`src/rtl/bank_ch_pkg.sv`:
```
// Shared types and defaults for the banked channel arbiter.
package bank_ch_pkg;

    typedef enum logic [0:0] {
        ARB_RR    = 1'b0,
        ARB_FIXED = 1'b1
    } arb_mode_e;

    localparam int unsigned BANK_CH_NUM_DEF = 3;

    // Grant id width, never below one bit
    function automatic int unsigned bank_ch_id_w(input int unsigned n);
        return (n > 1) ? $clog2(n) : 1;
    endfunction

endpackage

```
`src/rtl/bank_ch_prio_pick.sv`:
```
// Rotating priority encoder: first set request at or after i_base, wrapping N-1 -> 0.
module bank_ch_prio_pick
    import bank_ch_pkg::*;
#(
    parameter int unsigned N    = BANK_CH_NUM_DEF,
    parameter int unsigned ID_W = bank_ch_id_w(N)
) (
    input  logic [N-1:0]    i_req,
    input  logic [ID_W-1:0] i_base,
    output logic            o_found,
    output logic [ID_W-1:0] o_idx
);

    // Scan from the farthest offset down so the nearest hit is written last
    always_comb begin
        o_found = 1'b0;
        o_idx   = '0;
        for (int unsigned k = N; k > 0; k--) begin
            int unsigned v_pos;
            v_pos = 32'(i_base) + k - 1;
            if (v_pos >= N) begin
                v_pos = v_pos - N;
            end
            if (i_req[v_pos[ID_W-1:0]]) begin
                o_found = 1'b1;
                o_idx   = v_pos[ID_W-1:0];
            end
        end
    end

endmodule

```
`src/rtl/bank_ch_arb.sv`:
```
// Burst-aware channel-to-bank arbiter: round-robin or fixed priority, locks a channel until its last beat.
module bank_ch_arb
    import bank_ch_pkg::*;
#(
    parameter int unsigned CH_NUM   = BANK_CH_NUM_DEF,
    parameter int unsigned ID_W     = bank_ch_id_w(CH_NUM),
    parameter arb_mode_e   ARB_MODE = ARB_RR
) (
    input  logic              clk_i,
    input  logic              rstn_i,
    input  logic [CH_NUM-1:0] ch_req_valid_i,
    input  logic [CH_NUM-1:0] ch_req_last_i,
    output logic [CH_NUM-1:0] ch_req_ready_o,
    output logic              bank_valid_o,
    output logic [ID_W-1:0]   bank_id_o,
    output logic              bank_last_o,
    input  logic              bank_ready_i
);

    localparam logic [ID_W-1:0] LAST_IDX = ID_W'(CH_NUM - 1);

    logic [ID_W-1:0] r_rr_ptr;
    logic            r_lock;
    logic [ID_W-1:0] r_lock_id;

    logic [ID_W-1:0] w_base;
    logic            w_found;
    logic [ID_W-1:0] w_pick;
    logic [ID_W-1:0] w_cand;
    logic            w_valid;
    logic            w_xfer;
    logic [ID_W-1:0] w_next_ptr;

    assign w_base = (ARB_MODE == ARB_FIXED) ? '0 : r_rr_ptr;

    bank_ch_prio_pick #(
        .N    (CH_NUM),
        .ID_W (ID_W)
    ) u_pick (
        .i_req   (ch_req_valid_i),
        .i_base  (w_base),
        .o_found (w_found),
        .o_idx   (w_pick)
    );

    // Grant is gated by reset so an abandoned burst drops off the bank at once
    assign w_cand     = r_lock ? r_lock_id : w_pick;
    assign w_valid    = rstn_i & (r_lock ? ch_req_valid_i[r_lock_id] : w_found);
    assign w_xfer     = w_valid & bank_ready_i;
    assign w_next_ptr = (w_cand == LAST_IDX) ? '0 : w_cand + ID_W'(1);

    assign bank_valid_o = w_valid;
    assign bank_id_o    = w_valid ? w_cand : '0;
    assign bank_last_o  = w_valid & ch_req_last_i[w_cand];

    always_comb begin
        ch_req_ready_o = '0;
        if (w_xfer) begin
            ch_req_ready_o[w_cand] = 1'b1;
        end
    end

    always_ff @(posedge clk_i or negedge rstn_i) begin
        if (!rstn_i) begin
            r_rr_ptr  <= '0;
            r_lock    <= 1'b0;
            r_lock_id <= '0;
        end else if (w_xfer) begin
            if (ch_req_last_i[w_cand]) begin
                r_lock <= 1'b0;
                if (ARB_MODE == ARB_RR) begin
                    r_rr_ptr <= w_next_ptr;
                end
            end else begin
                r_lock    <= 1'b1;
                r_lock_id <= w_cand;
            end
        end
    end

endmodule

```
`config.mk`:
```
export PLATFORM = sky130hd
export DESIGN_NAME = bank_ch_arb
export DESIGN_NICKNAME = d
export VERILOG_FILES = /design/src/rtl/bank_ch_pkg.sv /design/src/rtl/bank_ch_prio_pick.sv /design/src/rtl/bank_ch_arb.sv
export SDC_FILE = /design/constraint.sdc
export NUM_CORES = 1
export LEC_CHECK = 0
export ABC_AREA = 1
export BUFFER_PORTS_ARGS = -buffer_cell sky130_fd_sc_hd__buf_2
export CAP_MARGIN = 10
export CORE_MARGIN = 2
export CORE_UTILIZATION = 45
export DETAILED_ROUTE_END_ITERATION = 10
export PLACE_DENSITY_LB_ADDON = 0.1
export SLEW_MARGIN = 20
export SYNTH_ARGS = -nofsm -noshare
export SYNTH_HDL_FRONTEND = slang
export SYNTH_SLANG_ARGS = --single-unit
```
`constraint.sdc`:
```
create_clock -name clk_i -period 3.7 [get_ports clk_i]
set_clock_uncertainty 0.15 [all_clocks]
set_input_delay 0.37 -clock clk_i [delete_from_list [all_inputs] [get_ports clk_i]]
set_output_delay 0.37 -clock clk_i [all_outputs]
set_load 0.01 [all_outputs]
```
**Word level (Yosys, flattened, before mapping)**

Index checks and enable logic that the tools add are counted.
W data, S select, Z words.

- Eq/ne operators: 1
- Order comparisons: 9
- Reductions and logical operators: 3
- Mux-type cells: 27
- Bitwise logic cells: 4
- Add/subtract/negate cells: 10

Operators with widths:

| operator | count |
|---|---|
| $ge A32 B2 Y1 const B | 3 |
| $mux W2 | 9 |
| $lt A2 B3 Y1 const B | 5 |
| $sub A3 B1 Y4 const B | 3 |
| $mux W1 | 11 |
| $bmux W1 S2 | 5 |
| $add A2 B2 Y3 const B | 2 |
| $sub A2 B2 Y2 const B | 3 |
| $reduce_and A2 Y1 | 2 |
| $add A2 B1 Y3 const B | 1 |
| $and A1 B1 Y1 | 3 |
| $mux W3 | 1 |
| $add A2 B1 Y2 const B | 1 |
| $demux W1 S2 | 1 |
| $eq A2 B2 Y1 const B | 1 |
| $ge A2 B1 Y1 const B | 1 |
| $logic_and A1 B1 Y1 | 1 |
| $not A1 Y1 | 1 |

- Register bits after elaboration: 5
- Output and inout bits: 7
- Input port bits: 9

**Depth between registers and ports, before layout**

Gate-level depths: netlist (run 1).

- Depth in word-level cells: 15
- Gate-level depth with buffers: 16
- Mapped depth without buffers: 16

**Cells and area by module**

From an unflattened synthesis (run 1), not the netlist that was laid out.

- Cells, all modules: 106
- Area total of the unflattened synthesis: 641.9 sq um

Modules (own cells, without submodules):

| module | area each (sq um) | cells an instance | times used |
|---|---|---|---|
| bank_ch_arb | 446.7 | 67 | 1 |
| bank_ch_prio_pick | 195.2 | 39 | 1 |

**Least setup slack after synthesis (run 1)**

OpenSTA, ideal clock, no wires.

- Path kind: register to output
- From: reg r_rr_ptr[0]
- To: out bank_last_o
- Data arrival time: 1689 ps
- Data required time: 3180 ps
- Cell stages (with the launch flop): 13
- Path buffers: 0
- Slack: 1491 ps
- Path through: dfrtp_1 inv_1 ha_1 inv_2 nand2_1 nand3_1 nand2_1 nand2_2 a21boi_4 nor2_1 a21oi_4 nand2_4 nor2_1

- Longest elaborated chain between the ends: 13
- Elaborated cells on any way between the ends: 33
- Classes of those cells: add/sub: 9; order compare: 3; mux: 19; bitwise: 2

RTL lines:

| element | line | text |
|---|---|---|
| start, declared | bank_ch_arb.sv:22 | `logic [ID_W-1:0] r_rr_ptr;` |
| start signal, assigned | bank_ch_arb.sv:72 | `r_rr_ptr <= w_next_ptr;` |
| $add A2 B2 Y3 | bank_ch_prio_pick.sv:20 | `v_pos = 32'(i_base) + k - 1;` |
| $sub A3 B1 Y4 | bank_ch_prio_pick.sv:20 |  |
| $ge A32 B2 Y1 / $sub A2 B2 Y2 (equally long branches) | bank_ch_prio_pick.sv:21, bank_ch_prio_pick.sv:22 |  |
| $mux W2 | bank_ch_prio_pick.sv:21 | `if (v_pos >= N) begin` |
| $bmux W1 S2 | bank_ch_prio_pick.sv:24 | `if (i_req[v_pos[ID_W-1:0]]) begin` |
| $mux W1 (implied by the code) | bank_ch_prio_pick.sv:24 |  |
| $mux W2 (3 in a row) | bank_ch_prio_pick.sv:24 |  |
| $mux W2 | bank_ch_arb.sv:47 | `assign w_cand = r_lock ? r_lock_id : w_pick;` |
| $bmux W1 S2 | bank_ch_arb.sv:54 | `assign bank_last_o = w_valid & ch_req_last_i[w_cand];` |
| $mux W1 (implied by the code) | bank_ch_arb.sv:54 |  |
| $and A1 B1 Y1 (*) | bank_ch_arb.sv:54 |  |
| end, declared | bank_ch_arb.sv:16 | `output logic bank_last_o,` |

Mark *: on every way between the ends. The rest lies on a longest branch, timed or not. The select of a mux whose other input is x is not followed.

**Worst setup path after layout (run 1)**

Same ends and word-level chain as after synthesis.

==> impl_metrics.csv, run 1 <==
group,metric,value,unit
clock_network,post_cts_buffers,0,
power_and_ir_drop,leakage,0.444,nW
drt,num_vias,623,
power_and_ir_drop,combPwrFrac,75.6,%
sta,maxSlewHeadroom,86.2,%
grt,grt_pass1_wl,1860,um
cells_and_area,nFillCells,130,
worst_setup_path,crit_arrival,2.17,ns
drt,drt-initial-drc-count,10,
clock_network,h-tree-depth,1,
worst_setup_path,cp-start-kind,"register",
yosys,netlist-cell-type-count,19,
drt,post_drt_wl_per_cell,10.3,um
worst_setup_path,reg2regPathDepth,15,
place,hpwl,1090,um
grt,antenna_found_initial,0,
floorplan,design.portCount,16,
drt,ant_nets,0,
place,globalplace.congestion,0.730,
sta,hold_viol,0,
yosys,synth_warnings,0,
sta,finalSetupViolCount,0,
clock_network,cts_resized,0,
floorplan,fp.dieW,40.1,um
clock_network,clock_sinks,5,
power_and_ir_drop,irDropWorstVdd,463,uV
cells_and_area,area_growth,22.2,%
worst_setup_path,crit_family,"simple AND/OR/NAND/NOR gates",
yosys,yosysSeqAreaShare,21.3,%
sta,min_period,2.69,ns
power_and_ir_drop,seq_power_share,15.0,%
clock_network,numCtsBuffers,3,
floorplan,core_region_area,1250,um^2
drt,wl_met3,27,um
power_and_ir_drop,power_density,916,nW/um^2
clock_network,ctsHoldBuffers,1,
drt,met2_length,655,um
drt,m1WireLength,634,um
outcome,status,"finished clean",
yosys,synth-seq-cells,5,
yosys,syn_area,587,um^2
clock_network,clk_latency,0.24,ns
min_path,hold_depth,3,
worst_setup_path,ff2ff_setup_slack,1.54,ns
grt,grt_use_total,18.3,%
grt,grt_max_degree,7,
worst_setup_path,cpMaxStageDelayCell,"dfrtp_1",
worst_setup_path,criticalPathCategory,"register to output port",
clock_network,clockRootBuffer,"clkbuf_4",
yosys,synth_area_leaders,"dfrtp_1 21%, nand2_1 19%, nand3_1 9.4%",
clock_network,clk_pin_slew,0.04,ns
cells_and_area,utilization,57.2,%
worst_setup_path,reg2reg_to,"r_lock_id[1]$_DFFE_PN0P_",
floorplan,die_h,40.1,um
clock_network,cts_tree,"built",
power_and_ir_drop,internal_power,0.294,mW
place,port_buffers,15,
worst_setup_path,max_stage_delay,0.36,ns
yosys,syn_avg_cell_area,6.18,um^2
grt,overflow,0,
power_and_ir_drop,p_switching,0.363,mW
drt,dr.pass1.iters,4,
drt,drc,0,
cells_and_area,antenna_cells,0,
cells_and_area,nets,127,
power_and_ir_drop,swShare,55.2,%
sta,post-route-period-util,72.8,%
power_and_ir_drop,clockPowerShare,9.4,%
floorplan,fp-row-count,13,
cells_and_area,drive_above_1_share,28.7,%
sta,tightestPinTransition,0.206,ns
worst_setup_path,cp_cell_sequence,"inv_1, ha_1, inv_2, nand3_2, nand2_1, nand2_1, nand2_2, a21boi_4, nor2_1, a21oi_4, nand2_4, nor2_1, buf_2",
grt,grt_pass1_vias,452,
yosys,syn-num-nets,106,
sta,fin_setup_tns,0,ns
clock_network,clockBufferDepth,2,
worst_setup_path,cp_max_fo,5,
min_path,hp-class,"input pin to register",
sta,whs,0.270,ns
drt,totalWireLength,1330,um
yosys,syn_inst,95,
min_path,hp-start,"ch_req_last_i[0]",
sta,fmax,371,MHz
floorplan,die_area,1610,um^2
drt,vias_per_cell,4.79,
worst_setup_path,crit_buf_inv,3,
sta,slew_viol_final,0,
min_path,hold_end,"r_rr_ptr[0]$_DFFE_PN0P_",
sta,rsz0062_at_grt,"false",
floorplan,initial_core_util,46.9,%
drt,routed.top_layer,"met4",
worst_setup_path,endpoint_kind,"output port",
flow_run,drv_cap,0,
yosys,synth.largest_area_cell,"dfrtp_1",
worst_setup_path,reg2reg_from,"r_rr_ptr[0]$_DFFE_PN0P_",
worst_setup_path,cp_data_required_time,3.18,ns
yosys,synth_top_area_share,21.3,%
==> power by group through the flow <==
stage	clock network, mW	logic, mW	registers (mW)
final	0.0619	0.496	0.0985
after global routing	0.0715	0.552	0.102
after CTS	0.0642	0.496	0.0982
after detailed placement	0	0.494	0.0987
after global placement	0	0.486	0.0984
after floorplan	0	0.396	0.0945
==> worst reg2reg max path: stages, from the launching register on <==
cell      delay, ns
dfrtp_1        0.36
inv_1          0.05
ha_1           0.36
inv_2          0.09
nand3_2        0.07
nand2_1        0.05
nand2_1        0.07
nand2_2        0.07
a21boi_4       0.21
inv_2          0.10
nor2_4         0.12
nand2_2        0.08
nand2_4        0.09
nand2_2        0.06
nand2_1        0.06
nand2_1        0.05
==> kinds of logic (layout without fill, tap and decap cells) <==
group	after synthesis	in the layout	share of synthesized area, %
fa+ha+maj	2	2	4.26
compound gates	10	10	13.0
buf+inv	17	37	10.9
flops	5	5	21.3
simple gates	61	61	50.5
==> cells in the mapped netlist <==
cell / count
inv_2: 4
and2_4: 1
o21ai_0: 3
a21oi_4: 1
ha_1: 2
nor3_1: 1
nor2_4: 1
nand2_2: 3
a31oi_1: 1
nor2_1: 8
a21boi_4: 1
a21oi_1: 4
dfrtp_1: 5
inv_1: 13
nand3_1: 11
nand3_2: 2
nand2_4: 2
nand4_1: 2
nand2_1: 30
==> per-layer routing <==
layer	GRT usage [%]	up-vias
met5	0	-
met4	12.9	0
met3	1.67	2
met2	29.4	14
met1	22.6	267
li1	-	340
==> layout make-up <==
| cell class | instances | area (um^2) | share of cell area [%] |
|---|---|---|---|
| Multi-Input combinational cell | 73 | 398 | 55.5 |
| Sequential cell | 5 | 125 | 17.5 |
| Timing Repair Buffer | 16 | 85.1 | 11.9 |
| Inverter | 17 | 63.8 | 8.90 |
| Clock buffer | 4 | 26.3 | 3.66 |
| Tap cell | 15 | 18.8 | 2.62 |
==> registers in the layout (all words and copies together) (netlist names) <==
register	count
r_rr_ptr	2
r_lock_id	2
r_lock	1
==> worst max-delay path by stage <==
stage	from	depth (start not counted)	slack, ns	endpoint
final	r_rr_ptr[0]$_DFFE_PN0P_	13	1.01	bank_last_o
after global routing	r_rr_ptr[0]$_DFFE_PN0P_	13	0.83	bank_last_o
after CTS	r_rr_ptr[0]$_DFFE_PN0P_	13	1.0	bank_last_o
after detailed placement	r_rr_ptr[0]$_DFFE_PN0P_	13	1.26	bank_last_o
after global placement	r_rr_ptr[0]$_DFFE_PN0P_	14	1.33	bank_last_o
after floorplan	r_rr_ptr[0]$_DFFE_PN0P_	12	1.49	bank_last_o
==> layout by cell type, fill, tap and decap left out <==
| master | instances |
|---|---|
| and2_4 | 1 |
| nand3_2 | 2 |
| nor2_1 | 8 |
| nand4_1 | 2 |
| buf_2 | 15 |
| a21oi_4 | 1 |
| nor3_1 | 1 |
| a21boi_4 | 1 |
| inv_2 | 4 |
| a31oi_1 | 1 |
| nand2_2 | 3 |
| nand2_4 | 2 |
| clkbuf_1 | 1 |
| inv_1 | 13 |
| o21ai_0 | 3 |
| nand3_1 | 11 |
| a21oi_1 | 4 |
| clkbuf_4 | 3 |
| dlygate4sd3_1 | 1 |
| ha_1 | 2 |
| nand2_1 | 30 |
| dfrtp_1 | 5 |
| nor2_4 | 1 |
==> through the flow <==
stage          power [mW]  cell area, um^2  setup WS (ns)  instances
2_1_floorplan       0.490              587           1.49         95
6_report            0.657              717           1.01        130
3_5_place_dp        0.593              681           1.26        125
5_1_grt             0.725              717          0.833        130
3_3_place_gp        0.584              681           1.33        125
4_1_cts             0.659              717          0.999        130
Power figures use the tool's default switching activity.
==> run 2: changes to the inputs <==
Clock period 3.7 ns to 2.8 ns, I/O delays scaled along.
==> run 2 against run 1 <==
Die area stayed put; worst hold slack worse by 0.077 ns; critical path depth stayed put; first-iteration DRC count is 60% lower; non-clock buffer count stayed put; critical path type unchanged.
==> impl_metrics.csv, run 2 (same netlist as run 1, synthesis figures left out) <==
group,metric,value,unit
outcome,status,"finished clean",
clock_network,clockRootBuffer,"clkbuf_4",
floorplan,die_area,1610,um^2
worst_setup_path,cp_data_required_time,2.37,ns
grt,grt_use_total,16.0,%
worst_setup_path,cp-start-kind,"register",
clock_network,clock_sinks,5,
floorplan,initial_core_util,46.9,%
clock_network,clk_latency,0.24,ns
clock_network,cts_tree,"built",
sta,post-route-period-util,93.0,%
cells_and_area,layout_commonest_cell,"nand2_1",
grt,antenna_found_initial,0,
worst_setup_path,endpoint_kind,"output port",
place,port_buffers,15,
sta,fin_setup_tns,0,ns
worst_setup_path,cpMaxStageDelayCell,"ha_1",
min_path,hp-class,"input pin to register",
worst_setup_path,cp_max_fo,5,
power_and_ir_drop,power_density,1200,nW/um^2
cells_and_area,seqCellArea,125,um^2
worst_setup_path,criticalPathCategory,"register to output port",
flow_run,drv_cap,0,
cells_and_area,antenna_cells,0,
cells_and_area,top_regs,"r_lock_id: 2 flops, r_rr_ptr: 2 flops, r_lock: 1 flops",
cells_and_area,multi_input_area,398,um^2
cells_and_area,area_growth,22.2,%
cells_and_area,nFillCells,136,
sta,tightestPinTransition,0.196,ns
floorplan,fp.dieW,40.1,um
clock_network,clk_pin_slew,0.04,ns
worst_setup_path,crit_buf_inv,3,
clock_network,cts_resized,0,
cells_and_area,nets,127,
drt,drc,0,
worst_setup_path,cp_cell_sequence,"inv_1, ha_1, inv_2, nand3_2, nand2_1, nand2_1, nand2_2, a21boi_4, nor2_1, a21oi_4, nand2_4, nor2_1, buf_2",
drt,ant_nets,0,
grt,grt_pass1_vias,461,
floorplan,design.portCount,16,
floorplan,fp-row-count,13,
place,globalplace.congestion,0.711,
drt,num_vias,633,
place,dpl_worst_slack,0.464,ns
power_and_ir_drop,leakage,0.444,nW
clock_network,clockBufferDepth,2,
place,hpwl,1070,um
worst_setup_path,max_stage_delay,0.37,ns
sta,whs,0.193,ns
grt,overflow,0,
drt,totalWireLength,1230,um
worst_setup_path,crit_family,"simple AND/OR/NAND/NOR gates",
sta,maxSlewHeadroom,86.9,%
cells_and_area,design_area,717,um^2
sta,slew_viol_final,0,
cells_and_area,utilization,57.2,%
grt,grt_pass1_wl,1780,um
drt,vias_per_cell,4.87,
clock_network,numCtsBuffers,3,
grt,grt_max_degree,7,
drt,post_drt_wl_per_cell,9.42,um
sta,min_period,2.60,ns
power_and_ir_drop,irDropWorstVdd,521,uV
place,place_area,681,um^2
drt,dr.pass1.iters,4,
clock_network,h-tree-depth,1,
sta,finalSetupViolCount,0,
cells_and_area,drive_above_1_share,28.7,%
sta,hold_viol,0,
sta,fin_ws,0.197,ns
cells_and_area,mostFrequentLayoutCells,"30 x nand2_1, 15 x buf_2, 13 x inv_1, 11 x nand3_1, 8 x nor2_1",
floorplan,core_region_area,1250,um^2
drt,drt-initial-drc-count,4,
sta,rsz0062_at_grt,"false",
sta,fmax,384,MHz
floorplan,die_h,40.1,um
worst_setup_path,crit_arrival,2.17,ns
run 2: final timing paths:
kind | to | slack, ns | cells past startpoint | startpoint
setup / recovery | bank_last_o | 0.20 | 13 | r_rr_ptr[0]$_DFFE_PN0P_
max in group asynchronous | r_rr_ptr[1]$_DFFE_PN0P_ | 2.12 | 2 | rstn_i
min in group asynchronous | r_lock_id[0]$_DFFE_PN0P_ | 0.24 | 2 | rstn_i
setup reg to reg | r_rr_ptr[0]$_DFFE_PN0P_ | 0.63 | 13 | r_rr_ptr[0]$_DFFE_PN0P_
hold / removal | r_rr_ptr[0]$_DFFE_PN0P_ | 0.19 | 3 | ch_req_last_i[0]
hold reg to reg | r_rr_ptr[1]$_DFFE_PN0P_ | 0.35 | 2 | r_rr_ptr[1]$_DFFE_PN0P_
run 2: area by class of cell:
| class | instances | area share [%] |
|---|---|---|
| Multi-Input combinational cell | 73 | 55.5 |
| Sequential cell | 5 | 17.5 |
| Timing Repair Buffer | 16 | 11.9 |
| Inverter | 17 | 8.90 |
| Clock buffer | 4 | 3.66 |
| Tap cell | 15 | 2.62 |
run 2: layer usage:
layer	track usage (%)	routed length (um)
met5	0	0
met4	5.17	0
met3	0	23
met2	27.4	621
met1	21.5	580
run 2: through the flow:
| step | instances | total power, mW |
|---|---|---|
| 3_5_place_dp | 125 | 0.779 |
| 4_1_cts | 130 | 0.864 |
| 5_1_grt | 130 | 0.947 |
| 6_report | 130 | 0.860 |
| 3_3_place_gp | 125 | 0.770 |
| 2_1_floorplan | 95 | 0.648 |
run 2: power by group:
group / internal (mW) / switching (mW)
combinational: 0.232 / 0.416
clock: 0.0538 / 0.0288
sequential: 0.103 / 0.0263
total: 0.389 / 0.471
run 2: what timing repair did:
action | in CTS | in global routing
setup endpoints to repair | 0 | 0
hold buffers | 1 | 0
endpoints found under the hold margin | 5 | 0
setup buffers | 0 | 0
run 2: worst min-delay path: cells and delay by family:
kind          cells  cell delay (ns)
simple gates      2             0.15
buf+inv           1             0.10
